## config.mk

```make
export PLATFORM = sky130hd
export DESIGN_NAME = vga_pixel_fetch
export DESIGN_NICKNAME = d
export VERILOG_FILES = /design/src/rtl/vga_pkg.sv /design/src/rtl/vga_delay_line.sv /design/src/rtl/vga_pixel_fetch.sv
export SDC_FILE = /design/constraint.sdc
export NUM_CORES = 1
export LEC_CHECK = 0
export CORE_UTILIZATION = 54
export CTS_CLUSTER_SIZE = 16
export DETAILED_ROUTE_END_ITERATION = 8
export HOLD_SLACK_MARGIN = 0.08
export PLACE_DENSITY = 0.85
export SLEW_MARGIN = 15
export SYNTH_ARGS = -nofsm -noshare
export SYNTH_HDL_FRONTEND = slang
export SYNTH_SLANG_ARGS = --single-unit
```

## constraint.sdc

```tcl
create_clock -name clk -period 3 [get_ports clk]
set_clock_uncertainty 0.05 [all_clocks]
set_input_delay 0.6 -clock clk [delete_from_list [all_inputs] [get_ports clk]]
set_output_delay 0.6 -clock clk [all_outputs]
set_load 0.01 [all_outputs]
```

## src/rtl/vga_pkg.sv

```systemverilog
// Shared raster, framebuffer and pixel-format constants for the 640x480 VGA path.
package vga_pkg;

  localparam int H_ACTIVE = 640;
  localparam int H_FP     = 16;
  localparam int H_SYNC   = 96;
  localparam int H_BP     = 48;
  localparam int H_TOTAL  = H_ACTIVE + H_FP + H_SYNC + H_BP;

  localparam int V_ACTIVE = 480;
  localparam int V_FP     = 10;
  localparam int V_SYNC   = 2;
  localparam int V_BP     = 33;
  localparam int V_TOTAL  = V_ACTIVE + V_FP + V_SYNC + V_BP;

  localparam int FB_W   = H_ACTIVE / 2;
  localparam int FB_H   = V_ACTIVE / 2;
  localparam int ADDR_W = 17;

  // RGB332 field positions within a framebuffer byte
  localparam int R_MSB = 7;
  localparam int R_LSB = 5;
  localparam int G_MSB = 4;
  localparam int G_LSB = 2;
  localparam int B_MSB = 1;
  localparam int B_LSB = 0;

  typedef struct packed {
    logic [3:0] r;
    logic [3:0] g;
    logic [3:0] b;
  } rgb12_t;

  // Widen each field by replicating its MSBs so full-scale stays full-scale.
  function automatic rgb12_t expand_rgb332(input logic [7:0] d);
    rgb12_t c;
    c.r = {d[R_MSB:R_LSB], d[R_MSB]};
    c.g = {d[G_MSB:G_LSB], d[G_MSB]};
    c.b = {d[B_MSB:B_LSB], d[B_MSB:B_LSB]};
    return c;
  endfunction

endpackage

```

## src/rtl/vga_delay_line.sv

```systemverilog
// Fixed-depth shift register with a configurable reset value, used to align
// sync and blank with the framebuffer read pipeline.
module vga_delay_line #(
  parameter int               WIDTH     = 1,
  parameter int               DEPTH     = 3,
  parameter logic [WIDTH-1:0] RESET_VAL = '1
) (
  input  logic             clk_i,
  input  logic             rst_ni,
  input  logic [WIDTH-1:0] d_i,
  output logic [WIDTH-1:0] q_o
);

  logic [WIDTH-1:0] stage_q [DEPTH];

  always_ff @(posedge clk_i or negedge rst_ni) begin
    if (!rst_ni) begin
      for (int i = 0; i < DEPTH; i++) begin
        stage_q[i] <= RESET_VAL;
      end
    end else begin
      stage_q[0] <= d_i;
      for (int i = 1; i < DEPTH; i++) begin
        stage_q[i] <= stage_q[i-1];
      end
    end
  end

  assign q_o = stage_q[DEPTH-1];

endmodule

```

## src/rtl/vga_pixel_fetch.sv

```systemverilog
// Framebuffer fetch for a 640x480 raster: 2x-doubled 320x240 RGB332 source,
// expanded to 12-bit RGB with syncs delayed to line up with the pixel data.
module vga_pixel_fetch #(
  parameter int H_ACTIVE = vga_pkg::H_ACTIVE,
  parameter int FB_W     = H_ACTIVE / 2,
  parameter int ADDR_W   = vga_pkg::ADDR_W
) (
  input  logic              clk,
  input  logic              rst,
  input  logic [9:0]        hcount,
  input  logic [9:0]        vcount,
  input  logic              hsync,
  input  logic              vsync,
  input  logic              hblank,
  input  logic              vblank,
  output logic [ADDR_W-1:0] fb_addr,
  output logic              fb_rd_en,
  input  logic [7:0]        fb_data,
  output logic [3:0]        vga_r,
  output logic [3:0]        vga_g,
  output logic [3:0]        vga_b,
  output logic              vga_hsync,
  output logic              vga_vsync,
  output logic              vblank_start
);
  import vga_pkg::*;

  localparam logic [ADDR_W-1:0] LINE_STEP = ADDR_W'(FB_W);
  localparam logic [ADDR_W-1:0] ADDR_ONE  = ADDR_W'(1);

  logic              active;
  logic              hblank_rise;
  logic              blank_in;
  logic              blank_dly;
  logic [1:0]        sync_dly;
  logic              hblank_q;
  logic              vblank_q;
  logic              frame_ok_q;
  logic              fb_rd_en_q;
  logic              vblank_start_q;
  logic [ADDR_W-1:0] line_base_q, line_base_d;
  logic [ADDR_W-1:0] pix_addr_q,  pix_addr_d;
  logic [ADDR_W-1:0] fb_addr_q,   fb_addr_d;
  rgb12_t            rgb_q,       rgb_d;
  logic              unused_cnt_bits;

  assign active      = ~hblank & ~vblank;
  assign hblank_rise = hblank & ~hblank_q;
  assign unused_cnt_bits = ^{hcount[9:1], vcount[9:1]};

  // Vertical blank wins over the end-of-line update, so every frame starts at 0.
  always_comb begin
    line_base_d = line_base_q;
    pix_addr_d  = pix_addr_q;
    if (vblank) begin
      line_base_d = '0;
      pix_addr_d  = '0;
    end else if (hblank_rise) begin
      if (vcount[0]) begin
        line_base_d = line_base_q + LINE_STEP;
        pix_addr_d  = line_base_q + LINE_STEP;
      end else begin
        pix_addr_d  = line_base_q;
      end
    end else if (active && hcount[0]) begin
      pix_addr_d = pix_addr_q + ADDR_ONE;
    end
  end

  assign fb_addr_d = active ? pix_addr_q : fb_addr_q;

  // Until a vblank has realigned the address counters after reset, output stays black.
  assign blank_in = hblank | vblank | ~frame_ok_q;

  always_comb begin
    rgb_d = '0;
    if (!blank_dly) begin
      rgb_d = expand_rgb332(fb_data);
    end
  end

  always_ff @(posedge clk or negedge rst) begin
    if (!rst) begin
      hblank_q       <= 1'b1;
      vblank_q       <= 1'b1;
      frame_ok_q     <= 1'b0;
      line_base_q    <= '0;
      pix_addr_q     <= '0;
      fb_addr_q      <= '0;
      fb_rd_en_q     <= 1'b0;
      vblank_start_q <= 1'b0;
      rgb_q          <= '0;
    end else begin
      hblank_q       <= hblank;
      vblank_q       <= vblank;
      frame_ok_q     <= frame_ok_q | vblank;
      line_base_q    <= line_base_d;
      pix_addr_q     <= pix_addr_d;
      fb_addr_q      <= fb_addr_d;
      fb_rd_en_q     <= active;
      vblank_start_q <= vblank & ~vblank_q;
      rgb_q          <= rgb_d;
    end
  end

  // Syncs take three stages to land with the RGB register; blank takes two
  // because the RGB register itself is the third.
  vga_delay_line #(
    .WIDTH     (2),
    .DEPTH     (3),
    .RESET_VAL (2'b11)
  ) u_sync_dly (
    .clk_i  (clk),
    .rst_ni (rst),
    .d_i    ({hsync, vsync}),
    .q_o    (sync_dly)
  );

  vga_delay_line #(
    .WIDTH     (1),
    .DEPTH     (2),
    .RESET_VAL (1'b1)
  ) u_blank_dly (
    .clk_i  (clk),
    .rst_ni (rst),
    .d_i    (blank_in),
    .q_o    (blank_dly)
  );

  assign fb_addr      = fb_addr_q;
  assign fb_rd_en     = fb_rd_en_q;
  assign vga_r        = rgb_q.r;
  assign vga_g        = rgb_q.g;
  assign vga_b        = rgb_q.b;
  assign vga_hsync    = sync_dly[1];
  assign vga_vsync    = sync_dly[0];
  assign vblank_start = vblank_start_q;

endmodule

```

# Word-level counts from Yosys, hierarchy flattened

Index checks and enable logic that the tools add are counted.

Add/subtract/negate cells: 2
Multiplexer cells: 7
Bitwise gates (word level): 11
Reduce and logical (&&, ||, !) cells: 3

Operators with widths:

| operator                                       | count |
|---|---|
| 2-to-1 mux 17 bit                              | 6 |
| adder 17 x 1 -> 17 bit (second input constant) | 1 |
| adder 17 x 9 -> 17 bit (second input constant) | 1 |
| 2-to-1 mux 12 bit                              | 1 |
| NOT 1 bit                                      | 5 |
| AND 1 bit                                      | 3 |
| OR 1 bit                                       | 3 |
| nonzero test 3 bit                             | 1 |
| nonzero test 2 bit                             | 1 |
| logical AND 1 bit                              | 1 |

Bits in registers: 76
Output and inout bits: 33
Word-level logic and storage cells: 39

# Logic depth before layout (Yosys ltp)

Depth after elaboration: 6
Depth in mapped cells: 6
Mapped depth without buffers: 6

# By module

From an unflattened synthesis, not the netlist that was laid out.

Cell total of the unflattened synthesis: 265
Area, all modules: 3,011.6 um^2

Modules (own cells, without submodules):

| module                       | times used | cells an instance | area each (um^2) |
|---|---|---|---|
| vga_pixel_fetch              | 1          | 255               | 2,786.4 |
| vga_delay_line (u_sync_dly)  | 1          | 8                 | 172.7 |
| vga_delay_line (u_blank_dly) | 1          | 2                 | 52.6 |

# Worst setup path after synthesis

OpenSTA, ideal clock, no wires.

Path kind: input-to-reg
Start point: input vblank
End point: register fb_addr_q[0], in the netlist fb_addr[0]
Arrival time: 1.794 ns
Setup slack: 1.032 ns
Cell stages on the path: 4
Buffers on the path: 2
Path through: buf_6 -> nor2_1 -> buf_2 -> mux2_2

Longest elaborated chain between the ends: 2

RTL lines:

| element              | RTL line              | source |
|---|---|---|
| from (decl)          | vga_pixel_fetch.sv:15 | `input logic vblank,` |
| NOT 1 bit            | vga_pixel_fetch.sv:47 | `assign active = ~hblank & ~vblank;` |
| AND 1 bit            | vga_pixel_fetch.sv:47 |  |
| named net active     | vga_pixel_fetch.sv:31 | `logic active;` |
| to (signal assigned) | vga_pixel_fetch.sv:99 | `fb_addr_q <= fb_addr_d;` |
| to (decl)            | vga_pixel_fetch.sv:43 | `logic [ADDR_W-1:0] fb_addr_q, fb_addr_d;` |

The timed path passes the listed nets, and every way through them passes these cells.
A chain may end at the register's enable or synchronous reset.

# Worst setup path in the final report

Start point: input vcount[0]
End point: register pix_addr_q[16]

Longest elaborated chain between the ends: 3

RTL lines:

| element              | RTL line              | source |
|---|---|---|
| from (decl)          | vga_pixel_fetch.sv:11 | `input logic [9:0] vcount,` |
| 2-to-1 mux 17 bit    | -                     |  |
| 2-to-1 mux 17 bit    | vga_pixel_fetch.sv:58 | `end else if (hblank_rise) begin` |
| 2-to-1 mux 17 bit    | vga_pixel_fetch.sv:55 | `if (vblank) begin` |
| to (signal assigned) | vga_pixel_fetch.sv:98 | `pix_addr_q <= pix_addr_d;` |
| to (decl)            | vga_pixel_fetch.sv:42 | `logic [ADDR_W-1:0] pix_addr_q, pix_addr_d;` |

No other way between the ends.

==> results.toml <==
[power]
power.static_leakage_uw = 0.00165
sw_frac_of_total_pct = 23.9
power.net_switching_uw = 480
p_per_area_nw_per_um2 = 532
peak_vdd_ir_uv = 532
clockPowerShare_pct = 41.2
reg_power_share_pct = 48.4
internal_power_uw = 1520
p_comb_share_pct = 10.4

[cts]
cts.path.max_buffers = 2
clkSinkCount = 66
clock_tree.root_cell = "clkbuf_8"
holdBufCountCts = 0
cts_inserted_buffers = 9
cts_repair_resize_count = 0
ctsHtreeMaxLevel = 3
post-cts-setup-buffer-count = 0
tritoncts = "yes"
cts.reportedPaths.clkPinSlew_ps = 80
insertion_delay_ps = 340

[routing]
drt-total-wl_um = 5710
post_drt_wl_per_cell_um = 14.7
drc = 0
drt_pass1_iterations = 4
final_antenna_net_count = 0
avgViaCountPerCell = 5.49
num_vias = 2129
drtIter0Drc = 97

[global_route]
grt_max_degree = 67
grt_util_all_layers_pct = 21.8
first_global_vias = 2081
grt_pass1_wl_um = 9780
grt_antenna_before_repair = 0
grt_overflow_total = 0

[sta]
worstMarginPinSlew_ps = 621
setup_viol_count_final = 0
final_min_period_over_clock_period_pct = 76.0
clock.fmax_mhz = 439
finalHoldViolations = 0
tns_ps = 0
period_minus_slack_ps = 2280
unrepaired_setup_endpoints_after_global_routing = "false"
timing.slew.headroom_pct = 58.6
report.final.slew_viol_count = 0
finalHoldWorstSlack_ps = 219

[final_layout]
post_layout_nets = 349
drive_above_1_share_pct = 19.5
area_growth_from_synthesis_to_layout_pct = 26.2
insertedDiodeCount = 0

[logic_synthesis]
synth_cell_type_count = 52
synthesized_nets = 295
most_frequent_cell_after_synthesis = "dfrtp_1"
postSynthRegisterBits = 66
netlist_instances = 259
syn_area_per_cell_um2 = 11.5
synth.largest_area_cell = "dfrtp_1"
yosys_warnings = 0
synth-edff-count = 0
synthArstFlopShare_pct = 100
synthTopCellsByArea = "dfrtp_1 47%, dfstp_2 8.8%, mux2_2 6.4%"
synth_top_cells_by_count = "56 x dfrtp_1, 24 x nor2_1, 19 x nand2_1, 17 x mux2_2, 13 x xor2_1"
synth.cell_area_um2 = 2990
synth_top_area_share_pct = 46.9
postSynth.topFlopCell = "dfrtp_1"
seq_area_frac_synth_pct = 55.7

[critical_path]
regToRegSetupSlack_ps = 960
crit_path_max_fanout = 8
timing_worst_setup_path_type = "primary input to flip-flop"
crit_path_end = "pix_addr_q[16]"
reg2reg_from = "line_base_q[6]"
end_kind = "flip-flop"
critPathLaunch = "vcount[0]"
cp.required_ps = 3230
worstPathArrival_ps = 2510
crit_path_start_kind = "primary input"
timing.rr.end = "pix_addr_q[11]"
r2r_cells = 5

[min_path]
hold_path_class = "primary input to async pin"

[floorplanning]
core_area_um2 = 5200
chipHeight_um = 76.4
design.portCount = 67
initial_core_util_pct = 57.4
floorplan.die_area_um2 = 5830
die_w_um = 76.4
row_count = 26

[placed_design]
port_buffers = 48
post-dp-hpwl_um = 4080
gp_congestion = 0.874

[status]
status = "completed"

[flow_run]
drv.max_cap_violation_count = 0
[placed cells by master, fill, tap and decap left out, types with 3 or more instances in the layout]
| cell type | instances |
|---|---|
| nor3b_1 | 3 |
| clkbuf_8 | 9 |
| clkdlybuf4s50_1 | 47 |
| dfrtp_1 | 56 |
| nand3_1 | 7 |
| a21oi_1 | 8 |
| nor2b_1 | 12 |
| nor2_1 | 24 |
| o21a_1 | 4 |
| o31a_1 | 3 |
| xor2_1 | 13 |
| or3_1 | 3 |
| mux2_2 | 17 |
| xnor2_1 | 9 |
| nand4_1 | 6 |
| dfstp_2 | 10 |
| nand2_1 | 19 |
| buf_4 | 8 |
| o21ai_0 | 9 |
| a211oi_1 | 3 |
[cell type report]
cell class / count / area [um2]
Tap cell: 70 / 87.6
Multi-Input combinational cell: 179 / 1240
Fill cell: 356 / 1440
Clock inverter: 7 / 100
Sequential cell: 66 / 1660
Timing Repair Buffer: 57 / 556
Clock buffer: 9 / 124
[per-stage QoR]
| stage | power, uW | std cells | utilization [%] | setup WS, ps | cell area, um2 |
|---|---|---|---|---|---|
| 2_1_floorplan | 1080 | 259 | - | 1030 | 2990 |
| 3_3_place_gp | 1190 | 372 | 68.1 | 391 | 3540 |
| 3_5_place_dp | 1200 | 372 | 68.1 | 374 | 3540 |
| 4_1_cts | 2030 | 388 | 72.4 | 740 | 3770 |
| 5_1_grt | 2090 | 388 | 72.4 | 632 | 3770 |
| 6_report | 2000 | 388 | 72.4 | 720 | 3770 |
[state kept, by name, summed over array words and instances, names as in the netlist]
signal / cells
fb_addr: 17
fb_rd_en: 1
frame_ok_q: 1
hblank_q: 1
line_base_q: 11
pix_addr_q: 17
u_blank_dly.q_o: 1
u_blank_dly.stage_q: 1
u_sync_dly.q_o: 2
u_sync_dly.stage_q: 4
vblank_q: 1
vblank_start: 1
vga_b: 2
vga_g: 3
vga_r: 3
[metal layers]
metal | up-vias | share of wire [%] | global-route usage [%] | wire (um)
li1 | 1020 | - | - | -
met4 | 0 | 1.7 | 9.04 | 99
met2 | 67 | 49 | 35.3 | 2820
met3 | 10 | 4.9 | 6.59 | 277
met1 | 1032 | 44 | 27.2 | 2520
met5 | - | 0 | 0 | 0
[worst min path at each step]
stage,from,end,slack (ps),cells after the start
global route,rst,line_base_q[16],240,2
floorplan,rst,fb_addr[0],250,0
CTS,rst,vga_b[1],220,2
global placement,u_blank_dly.stage_q[1],u_blank_dly.q_o,300,0
finish,rst,fb_addr[8],220,2
detailed placement,u_sync_dly.stage_q[5],u_sync_dly.stage_q[3],300,0
[cells by family (layout without fill, tap and decap cells)]
logic type | Yosys count | in the layout | share of synthesized area, %
xor+xnor | 22 | 22 | 6.45
simple gates | 93 | 93 | 16.8
buf+inv | 14 | 73 | 2.85
compound gates | 44 | 44 | 10.6
mux | 18 | 18 | 6.74
flops | 66 | 66 | 55.7
fa+ha+maj | 2 | 2 | 0.838
[power groups by stage]
stage / registers, uW / logic [uW] / clock network [uW]
global route: 978 / 227 / 881
CTS: 971 / 211 / 844
floorplan: 991 / 89.3 / 0
finish: 971 / 208 / 826
detailed placement: 988 / 210 / 0
global placement: 984 / 205 / 0
[critical path, stage by stage]
cell             delay [ps]
clkdlybuf4s50_1         660
nand4_4                 190
or4_1                   550
a31oi_2                 260
a21o_1                  140
a22o_2                  110
(Power assumes the default switching activity.)
